<file path="src/rtl/m_mc_ctrl.sv">
// Multi-cycle IF/ID/EX/WB sequencer for the single-register RISC-V datapath.
// Define MC_PERF_EN to build the stall-cycle counter on r_stall_cnt.
module m_mc_ctrl #(
  parameter int CNT_W  = 32,
  parameter int TO_CYC = 16
) (
  input  logic             w_clk,
  input  logic             w_rst_n,
  input  logic             w_start,
  input  logic             w_stall,
  input  logic             w_imem_ack,
  input  logic [31:0]      w_ir,
  output logic             w_imem_req,
  output logic             w_ir_we,
  output logic             w_pc_we,
  output logic             w_rf_we,
  output logic [2:0]       w_state,
  output logic             r_halted,
  output logic             r_err,
  output logic [CNT_W-1:0] r_icnt,
  output logic [CNT_W-1:0] r_stall_cnt
);

  typedef enum logic [2:0] {
    S_IDLE = 3'd0,
    S_IF   = 3'd1,
    S_ID   = 3'd2,
    S_EX   = 3'd3,
    S_WB   = 3'd4,
    S_HALT = 3'd5
  } state_e;

  localparam logic [7:0] TO_LAST = 8'(TO_CYC - 1);

  state_e           state_q;
  logic [31:0]      ir_q;
  logic [7:0]       to_q;
  logic             halted_q, err_q;
  logic [CNT_W-1:0] icnt_q;
  logic             is_sys, rd_wr, in_core;

  assign is_sys  = (ir_q == 32'h0000_0073) || (ir_q == 32'h0010_0073);
  assign rd_wr   = ((ir_q[6:0] == 7'b0110011) || (ir_q[6:0] == 7'b0010011)) &&
                   (ir_q[11:7] != 5'd0);
  assign in_core = (state_q == S_ID) || (state_q == S_EX) || (state_q == S_WB);

  // Strobes are decoded straight from the registered state so the datapath
  // sees them in the same cycle the state is presented.
  always_comb begin
    w_imem_req = (state_q == S_IF);
    w_ir_we    = (state_q == S_IF) && w_imem_ack;
    w_pc_we    = (state_q == S_WB) && !w_stall;
    w_rf_we    = (state_q == S_WB) && !w_stall && rd_wr;
  end

  assign w_state  = state_q;
  assign r_halted = halted_q;
  assign r_err    = err_q;
  assign r_icnt   = icnt_q;

  always_ff @(posedge w_clk or negedge w_rst_n) begin
    if (!w_rst_n) begin
      state_q  <= S_IDLE;
      ir_q     <= '0;
      to_q     <= '0;
      halted_q <= 1'b0;
      err_q    <= 1'b0;
      icnt_q   <= '0;
    end else begin
      case (state_q)
        S_IDLE: if (w_start) state_q <= S_IF;
        S_IF: begin
          // A late ack takes priority over the timeout on the same cycle.
          if (w_imem_ack) begin
            ir_q    <= w_ir;
            to_q    <= '0;
            state_q <= S_ID;
          end else if (to_q == TO_LAST) begin
            to_q     <= '0;
            err_q    <= 1'b1;
            halted_q <= 1'b1;
            state_q  <= S_HALT;
          end else begin
            to_q <= to_q + 8'd1;
          end
        end
        S_ID: if (!w_stall) begin
          if (is_sys) begin
            halted_q <= 1'b1;
            state_q  <= S_HALT;
          end else begin
            state_q <= S_EX;
          end
        end
        S_EX: if (!w_stall) state_q <= S_WB;
        S_WB: if (!w_stall) begin
          icnt_q  <= icnt_q + 1'b1;
          state_q <= S_IF;
        end
        S_HALT: if (w_start) begin
          halted_q <= 1'b0;
          err_q    <= 1'b0;
          state_q  <= S_IF;
        end
        default: state_q <= S_IDLE;
      endcase
    end
  end

`ifdef MC_PERF_EN
  logic [CNT_W-1:0] stall_cnt_q;

  always_ff @(posedge w_clk or negedge w_rst_n) begin
    if (!w_rst_n)               stall_cnt_q <= '0;
    else if (in_core && w_stall) stall_cnt_q <= stall_cnt_q + 1'b1;
  end

  assign r_stall_cnt = stall_cnt_q;
`else
  assign r_stall_cnt = '0;
`endif

endmodule

</file>
<file path="config.mk">
export PLATFORM = sky130hd
export DESIGN_NAME = m_mc_ctrl
export DESIGN_NICKNAME = d
export VERILOG_FILES = /design/src/rtl/m_mc_ctrl.sv
export SDC_FILE = /design/constraint.sdc
export NUM_CORES = 1
export LEC_CHECK = 0
export CAP_MARGIN = 20
export CORE_ASPECT_RATIO = 0.8
export CORE_MARGIN = 3
export CORE_UTILIZATION = 35
export DETAILED_ROUTE_END_ITERATION = 8
export PLACE_DENSITY = 0.64
export SYNTH_ARGS = -nofsm -noshare
export SYNTH_HDL_FRONTEND = slang
export SYNTH_SLANG_ARGS = --single-unit
</file>
<file path="constraint.sdc">
create_clock -name w_clk -period 4.8 [get_ports w_clk]
set_input_delay 1.2 -clock w_clk [delete_from_list [all_inputs] [get_ports w_clk]]
set_output_delay 1.2 -clock w_clk [all_outputs]
set_load 0.1 [all_outputs]
</file>
==> results_dict.tcl, run 1 <==
set metrics [dict create \
    grt.overflow.total 0 \
    tritoncts_clock_tree "done" \
    drv.max_cap_violation_count 0 \
    period_needed_ns 4.173 \
    worst-slew-pin-transition_ns 0.9812 \
    cts_resized 0 \
    insertion_delay_ns 0.33 \
    report.final.hold_viol_count 0 \
    finalSetupViolCount 0 \
    crit_path_end_kind "output port" \
    critical_path_required_ns 3.60 \
    criticalPathCategory "input pin to output port" \
    hold_class "flip-flop to flip-flop" \
    worst_path_max_fanout 11 \
    port_buffers 76 \
    clock.fmax_mhz 239.7 \
    postSynth.topFlopCell "sky130_fd_sc_hd__dfrtp_1" \
    finalClockSkew_ns 0.005398 \
    synth_seq_area_share_pct 50.26 \
    die_h_um 99.00 \
    leakage_nw 2.130 \
    fillCellCount 1000 \
    ioPinCount 110 \
    fp.dieArea_um2 12100 \
    timing.final.crit_share_pct 86.93 \
    irDropWorstVdd_mv 0.2345 \
    met3_usage_pct 5.049 \
    final_nets 448 \
    worstReg2RegStart "w_state[0]" \
    synthesis.area_um2 3784 \
    drtAntennaViolNets 0 \
    synth.ff_latch_count 76 \
    cts_hold_buf 0 \
    post_route_worst_hold_slack_ns 0.4680 \
    clockBufferDepth 2 \
    yosysWarningCount 0 \
    num_antenna_cells 0 \
    rows 33 \
    syn2layout_area_growth_pct 28.31 \
    die_width_um 122.2 \
    post_synth.cell_area_avg_um2 11.40 \
    totalWireLength_um 7686 \
    setup.reg_to_reg.worst_slack_ns 2.36 \
    dp_hpwl_um 5513 \
    clk_pin_slew_worst_paths_ns 0.06 \
    regArea_um2 1902 \
    synth_edf_count 0 \
    start_util_pct 36.36 \
    netlist_instances 332 \
    setup-tns-final_ns 0 \
    whs_path_depth 1 \
    via_count 2627 \
    ctsRootBufferMaster "sky130_fd_sc_hd__clkbuf_16" \
    grt_setup_unrepaired "false" \
    drcViolationCount 0 \
    rr_worst_depth 5 \
    final_util_pct 46.66 \
    grt_first_pass_wirelength_um 12880 \
    viasPerCell 4.742 \
    detail_route.wl_per_cell_um 13.87 \
    grt_use_total_pct 13.41 \
    maxSlewHeadroom_pct 34.38 \
    final_cell_area_um2 4855 \
    finalWeightedCongestion 0.7518 \
    dpl-instance-area_um2 4574 \
    fraction_of_layout_cells_with_a_size_suffix_above_1_pct 14.98 \
    worst_hold_startpoint "r_icnt[31]" \
    clock_buffers_created_by_tritoncts 9 \
    power.density_nw_per_um2 524.7 \
    async_reset_ff_share_pct 100.0 \
    cts_htree_levels 3 \
    area_taken_by_multi_input_logic_gates_um2 1674 \
    grt_antenna_before_repair 0 \
    r2r-end "ir_q[28]" \
    post_cts_setup_buffer_count 0 \
    met1_usage_pct 18.45 \
    drt_pass_1_iters 4 \
    globalRouteMet2Util_pct 19.76 \
    run_status "finished clean" \
    first_global_vias 2557 \
    min_delay_worst_endpoint "r_icnt[31]" \
    core-area_um2 10410 \
    report.final.slew_viol_count 0 \
    grt_start_max_net_pins 77 \
    numClockSinks 76 \
    drt_iter0_markers 105 \
    busiest_layer "met2" \
    ys_types 48 \
    critical_path.startpoint_type "input pin" \
    arrival_ns 2.97 \
]
cells in the mapped netlist, drive strengths merged (2+ instances only):
master   count  area share (%)
xor2        13             3.0
and3         5            0.83
inv          8            0.79
nor2b        3            0.50
dfrtp       76              50
or4          2            0.40
buf         40             7.7
nand3       17             2.4
mux2        34              10
nand2       27             2.7
nor2        12             1.2
a22o         4            0.93
nor3        13             2.0
a21oi        2            0.26
nor4         9             2.4
o21ai        6            0.79
xnor2       19             4.4
clkbuf       2            0.20
nand4bb      2             1.0
a211oi       3            0.60
and4         7             1.6
ha           2            0.66
and2         4            0.66
nand4        7             1.2
power breakdown:
part | internal (mW) | switching, mW
sequential | 0.827 | 0.151
combinational | 0.335 | 0.607
clock | 0.365 | 0.261
worst max-delay path, stage by stage:
cell	delay (ns)
sky130_fd_sc_hd__clkdlybuf4s50_1	0.50
sky130_fd_sc_hd__or4b_4	0.65
sky130_fd_sc_hd__nor4b_2	0.39
sky130_fd_sc_hd__buf_12	0.22
how the worst max path moves through the flow:
stage                       start      end  slack, ns
after floorplan           w_stall  w_rf_we       0.03
after global placement    w_stall  w_rf_we       0.63
after detailed placement  w_stall  w_rf_we       0.62
after CTS                 w_stall  w_rf_we       0.62
after global routing      w_stall  w_rf_we       0.57
final                     w_stall  w_rf_we       0.63
sequential cells by signal (all words and copies together), names as in the netlist:
name / flops
to_q: 8
w_state: 3
ir_q: 31
r_err: 1
r_icnt: 32
r_halted: 1
layer usage:
layer / share of wire (%) / up-vias
met2: 45 / 72
li1: - / 1257
met1: 46 / 1288
met5: 0 / -
met4: 1.1 / 0
met3: 7.1 / 10
logic make-up after synthesis:
family / share of synthesized area, %
and+or+nand+nor: 18.35
DFF: 50.26
buffers and inverters: 8.730
muxes: 10.38
xor gates and xnor gates: 7.407
AOI/OAI and AO/OA: 4.101
adders and majority gates: 0.6613
other: 0.09911
area by class of cell:
type / count / share of cell area [%]
Timing Repair Buffer: 77 / 16.34
Clock buffer: 11 / 5.000
Sequential cell: 76 / 39.18
Multi-Input combinational cell: 237 / 34.48
Clock inverter: 5 / 0.7732
Tap cell: 140 / 3.608
Inverter: 8 / 0.6186
cell usage in the layout, fill, tap and decap left out, drive strengths merged, types with 3 or more instances in the layout:
cell type,instances
mux2,34
clkbuf,11
nand2,27
nor2,12
dfrtp,76
and3,5
and4,7
buf,6
conb,32
and2,4
a211oi,3
o21ai,6
nor2b,3
nand4,7
clkdlybuf4s50,71
inv,8
clkinv,3
xnor2,19
xor2,13
a22o,4
nor4,9
nand3,17
nor3,13
per-stage QoR:
| step | std cells | power [mW] | worst slack [ns] |
|---|---|---|---|
| finish | 554 | 2.547 | 0.6274 |
| global route | 554 | 2.699 | 0.5657 |
| CTS | 554 | 2.585 | 0.6160 |
| detailed placement | 538 | 1.940 | 0.6173 |
| global placement | 538 | 1.912 | 0.6266 |
| floorplan | 363 | 1.747 | 0.02530 |
Power figures use the tool's default switching activity.
==> run 2, diff against run 1 <==
--- a/config.mk
+++ b/config.mk
@@ -8,9 +8,9 @@
 export CAP_MARGIN = 20
 export CORE_ASPECT_RATIO = 0.8
 export CORE_MARGIN = 3
-export CORE_UTILIZATION = 35
+export CORE_UTILIZATION = 48
 export DETAILED_ROUTE_END_ITERATION = 8
-export PLACE_DENSITY = 0.64
+export PLACE_DENSITY = 0.83
 export SYNTH_ARGS = -nofsm -noshare
 export SYNTH_HDL_FRONTEND = slang
 export SYNTH_SLANG_ARGS = --single-unit
==> constraint.sdc (replaced) <==
create_clock -name w_clk -period 3.96 [get_ports w_clk]
set_input_delay 0.99 -clock w_clk [delete_from_list [all_inputs] [get_ports w_clk]]
set_output_delay 0.99 -clock w_clk [all_outputs]
set_load 0.1 [all_outputs]
==> run 2 against run 1 <==
- cell count shrank 6.0%
- global-route usage grew 4.5 points
- wire length grew 1.5%
- cell area shrank 2.0%
- sequential power grew 22%
- largest cell class unchanged
==> results_dict.tcl, run 2 (synthesis gave the netlist of run 1 again) <==
set metrics [dict create \
    run_status "finished clean" \
    drcViolationCount 0 \
    grt_antenna_before_repair 0 \
    final_cell_mix "sky130_fd_sc_hd__dfrtp_1 (76), sky130_fd_sc_hd__clkdlybuf4s50_1 (71), sky130_fd_sc_hd__conb_1 (32)" \
    finalSetupViolCount 0 \
    r2r-end "ir_q[4]" \
    hold_class "flip-flop to flip-flop" \
    tritoncts_clock_tree "done" \
    cell_internal_power_mw 1.721 \
    grt_use_total_pct 17.95 \
    port_buffers 76 \
    timing.final.crit_share_pct 89.88 \
    via_count 2635 \
    grt.overflow.total 0 \
    num_antenna_cells 0 \
    fp.dieArea_um2 8991 \
    power.density_nw_per_um2 618.9 \
    regArea_um2 1902 \
    arrival_ns 2.57 \
    worst_hold_startpoint "r_icnt[31]" \
    critical_path_required_ns 2.97 \
    setup.reg_to_reg.worst_slack_ns 1.55 \
    whs_path_depth 1 \
    cts_resized 0 \
    clock.fmax_mhz 280.9 \
    viasPerCell 5.058 \
    worst_path_dominant_cell_family "buffers and inverters" \
    ioPinCount 110 \
    cts_hold_buf 0 \
    drt_pass_1_iters 4 \
    critical_path.max_stage_delay_ns 0.53 \
    worst_path_max_fanout 10 \
    critical_path.startpoint_type "input pin" \
    clockBufferDepth 2 \
    die_h_um 85.41 \
    criticalPathCategory "input pin to output port" \
    drt_iter0_markers 81 \
    ctsRootBufferMaster "sky130_fd_sc_hd__clkbuf_8" \
    grt_start_max_net_pins 77 \
    drtAntennaViolNets 0 \
    clk_pin_slew_worst_paths_ns 0.08 \
    largest_reg_flops 32 \
    crit_slowest_cell "sky130_fd_sc_hd__or4b_4" \
    netsw_mw 1.222 \
    power.share.clock_pct 20.4 \
    grt_first_pass_wirelength_um 13040 \
    final_util_pct 63.14 \
    area_taken_by_multi_input_logic_gates_um2 1683 \
    numClockSinks 76 \
    start_util_pct 50.23 \
    drv.max_cap_violation_count 0 \
    grt_setup_unrepaired "false" \
    maxSlewHeadroom_pct 33.27 \
    dp_hpwl_um 5549 \
    seqPwrFrac_pct 40.4 \
    cts_htree_levels 3 \
    rows 28 \
    pwr-share-comb_pct 39.1 \
    post_cts_setup_buffer_count 0 \
    syn2layout_area_growth_pct 25.69 \
    design_power_total_mw 2.943 \
    insertion_delay_ns 0.34 \
    report.final.slew_viol_count 0 \
    netSwitchingFraction_pct 41.53 \
    irDropWorstVdd_mv 0.4510 \
    first_global_vias 2688 \
    finalWeightedCongestion 0.7700 \
    crit_path_end_kind "output port" \
    core-area_um2 7532 \
    finalClockSkew_ns 0.01062 \
    setup-tns-final_ns 0 \
    fillCellCount 616 \
    die_width_um 105.3 \
    final_nets 450 \
    rr_worst_depth 5 \
    worstReg2RegStart "w_state[0]" \
    detail_route.wl_per_cell_um 14.97 \
    min_delay_worst_endpoint "r_icnt[31]" \
    fraction_of_layout_cells_with_a_size_suffix_above_1_pct 15.38 \
    worst-slew-pin-transition_ns 0.9978 \
    mostFrequentLayoutCell "sky130_fd_sc_hd__dfrtp_1" \
    path_buf_inv 4 \
    clock_buffers_created_by_tritoncts 9 \
    report.final.hold_viol_count 0 \
    totalWireLength_um 7800 \
    leakage_nw 2.114 \
    crit_path_cell_trace "clkdlybuf4s50_1, or4b_4, buf_4, inv_1, buf_12" \
    period_needed_ns 3.559 \
]
-- run 2: changes by cell type in the layout (fill, tap and decap cells not counted) --
cell,previous run,this run
sky130_fd_sc_hd__buf_4,3,5
sky130_fd_sc_hd__clkinvlp_4,2,1
sky130_fd_sc_hd__clkinv_4,2,1
sky130_fd_sc_hd__nor4b_2,1,0
sky130_fd_sc_hd__inv_6,0,1
sky130_fd_sc_hd__bufinv_16,0,1
sky130_fd_sc_hd__nor4b_4,0,1
sky130_fd_sc_hd__clkbuf_8,1,10
sky130_fd_sc_hd__clkbuf_16,9,0
-- run 2: worst max path at each step --
stage	from	depth (start not counted)	slack (ns)	endpoint
global placement	w_stall	5	0.44	w_pc_we
floorplan	w_state[0]	6	0.10	w_ir_we
global route	w_stall	5	0.36	w_pc_we
detailed placement	w_stall	5	0.42	w_pc_we
finish	w_stall	5	0.40	w_pc_we
CTS	w_stall	5	0.40	w_pc_we
-- run 2: power groups by stage --
stage	combinational (mW)	clock (mW)	sequential, mW
global route	1.23	0.656	1.23
detailed placement	1.16	0	1.20
finish	1.15	0.601	1.19
CTS	1.16	0.618	1.19
global placement	1.13	0	1.18
floorplan	0.749	0	1.37
-- run 2: per-stage QoR --
step / cells / hold WS, ns / setup slack (ns) / area [µm²]
final: 521 / 0.4811 / 0.4006 / 4756
after global routing: 521 / 0.5223 / 0.3556 / 4756
after CTS: 521 / 0.4941 / 0.4037 / 4756
after detailed placement: 505 / 0.4770 / 0.4234 / 4554
after global placement: 505 / 0.4559 / 0.4362 / 4554
after floorplan: 363 / 0.4571 / 0.1004 / 3915
-- run 2: area by class of cell --
| class | count | share of cell area, % |
|---|---|---|
| clock buffer | 11 | 2.973 |
| clock inverter | 5 | 1.263 |
| inverter | 8 | 0.6314 |
| multi-input combinational | 237 | 35.39 |
| sequential | 76 | 39.99 |
| tap | 105 | 2.762 |
| timing repair buffer | 79 | 17.00 |
-- run 2: metal layers --
layer	vias to the layer above	part of all wire, %	GRT usage, %
met2	81	47	28.82
li1	1267	-	-
met1	1279	45	23.54
met3	8	6.8	6.692
met5	-	0	0
met4	0	0.82	3.576
==> edit, RTL diff (config.mk and constraints of run 1) <==
Change the parameter `CNT_W` from 32 to 28.
--- a/src/rtl/m_mc_ctrl.sv
+++ b/src/rtl/m_mc_ctrl.sv
@@ -3,3 +3,3 @@
 module m_mc_ctrl #(
-  parameter int CNT_W  = 32,
+  parameter int CNT_W  = 28,
   parameter int TO_CYC = 16
Ports: changed (resized r_icnt and r_stall_cnt); port bits go from 110 to 102. No check against the original RTL was run, so the function may have changed too.
==> edit against run 1 <==
- synthesized area is 5.3% lower
- via count is 4.8% lower
- clock skew is 0.0012 ns lower
- maximum frequency is 4.5% higher
- power is 4.0% higher
- final area is 3.5% lower
- core utilization is 1.1 points higher
- routed wire length is 6.1% lower
- sequential cell count is 4 lower
- register-to-register slack worse by 0.08 ns
- final cell count is 4.3% lower
- synthesized cell count is 4.5% lower
- critical path depth stayed put
- setup slack better by 0.18 ns
- highest routed layer unchanged
==> edit: results (changes against run 1) <==
[status]
status = completed

[critical_path]
cpPeakStageDelay_ns = 0.54  ; -0.11 ns
reg2reg_from = w_state[0]
arrival_ns = 2.79  ; -0.18 ns
path_max_fanout = 5  ; -6
startpoint = w_stall
r2r_slack_ns = 2.28  ; -0.08 ns
cp_slowest_cell = or4b_1
cpLargestDelayFamily = simple AND/OR/NAND/NOR gates

[timing]
setup_violations = 0  ; unchanged
worst_pin_slew_ns = 1.010  ; +0.02839 ns
hold-worst-slack_ns = 0.4688  ; +0.0008720 ns
fin_skew_ns = 0.004234  ; -0.001165 ns

[yosys]
ys_types = 50  ; +4.2%
yosys-top-cells-count = dfrtp_1, mux2_2, buf_4, nand2_1, xnor2_1
ys_seq_area_share_pct = 50.30  ; about the same
synth_area_leaders = dfrtp_1, mux2_2, buf_4
postSynth.asyncResetShare_pct = 100.0  ; unchanged
yosysWarnings = 0  ; unchanged

[final_layout]
drive_gt1_share_pct = 16.75  ; +1.8 points
fin_nets = 428  ; -4.5%
antenna_cells = 0  ; unchanged
largest_register_ffs = 31  ; -3.1%
top_register = ir_q

[cts]
path_clk_slew_ns = 0.06  ; about the same
insertion_delay_ns = 0.33  ; about the same
cts_buffer_depth = 2  ; unchanged
post_cts.repair.setup_buffers = 0  ; unchanged
clockRootBuffer = clkbuf_16
h-tree-depth = 3  ; unchanged
post_cts_resized = 0  ; unchanged
cts_made_buffers = 9  ; unchanged

[global_routing]
grt_pass1_wl_mm = 11.72  ; -9.0%
grt_max_degree = 73  ; -5.2%
track_usage_pct = 12.96  ; -0.45 points
grt_pass1_vias = 2356  ; -7.9%
antenna_found_initial = 0  ; unchanged

[route]
first_iter_violations = 142  ; +35%
drtPass1Iterations = 4  ; unchanged
wl_per_cell_um = 13.61  ; -1.9%
vias_per_cell = 4.721  ; -0.45%

[placement]
port_buffers = 72  ; -5.3%
hpwl_mm = 5.180  ; -6.0%
gp_congestion = 0.7857  ; +4.5%

[hold_path]
hold_start = r_icnt[27]
hp-class = register to register

[pwr]
power_leakage_nw = 2.001  ; -6.0%
ir_drop_mv = 0.2629  ; +12%

edit: changes by cell type after synthesis, moves of 4 or more:
cell	run 1	this run
nor3_1	11	7
buf_2	6	2
xor2_1	13	7
dfrtp_1	76	72
inv_1	7	2
edit: logic make-up after synthesis:
family          share of synthesized area, %
other cells                           0.1047
xor+xnor                               7.090
buf+inv                                8.592
simple gates                           18.30
flops                                  50.30
compound gates                         4.855
mux                                    10.06
fa+ha+maj                             0.6985
edit: power breakdown:
part | switching [mW] | internal (mW)
logic | 0.594 | 0.340
clock network | 0.256 | 0.524
registers | 0.146 | 0.788
total | 0.995 | 1.65
edit: layer usage:
metal / vias up / global-route usage (%) / wire length [µm]
met5: - / 0 / 0
met4: 0 / 4.050 / 52
met3: 6 / 5.180 / 440
met2: 68 / 19.09 / 3265
met1: 1214 / 17.52 / 3456
li1: 1214 / - / -
edit: final timing paths:
path / to / cells past startpoint
worst max-delay path: w_rf_we / 4
worst min-delay path: r_icnt[27] / 1
worst max register to register: ir_q[16] / 5
worst min register to register: r_icnt[27] / 1
max in group asynchronous: r_icnt[11] / 1
min in group asynchronous: to_q[1] / 1
edit: through the flow:
stage	utilization [%]	cells	cell area [µm²]	worst slack [ns]	power (mW)
floorplan	-	344	3690	0.02018	1.695
global placement	44.13	514	4329	0.7959	1.864
detailed placement	44.13	514	4329	0.7952	1.885
CTS	47.74	530	4683	0.7900	2.681
global route	47.74	530	4683	0.6767	2.795
finish	47.74	530	4683	0.8056	2.648
edit: area by class of cell:
class,count,area (µm²)
flip-flops and latches,72,1802
multi-input cells,228,1580
clock buffers,10,239.0
clock inverters,6,115.1
fillers,919,5126
repair buffers,74,760.7
well taps,136,170.2
inverters,4,16.27
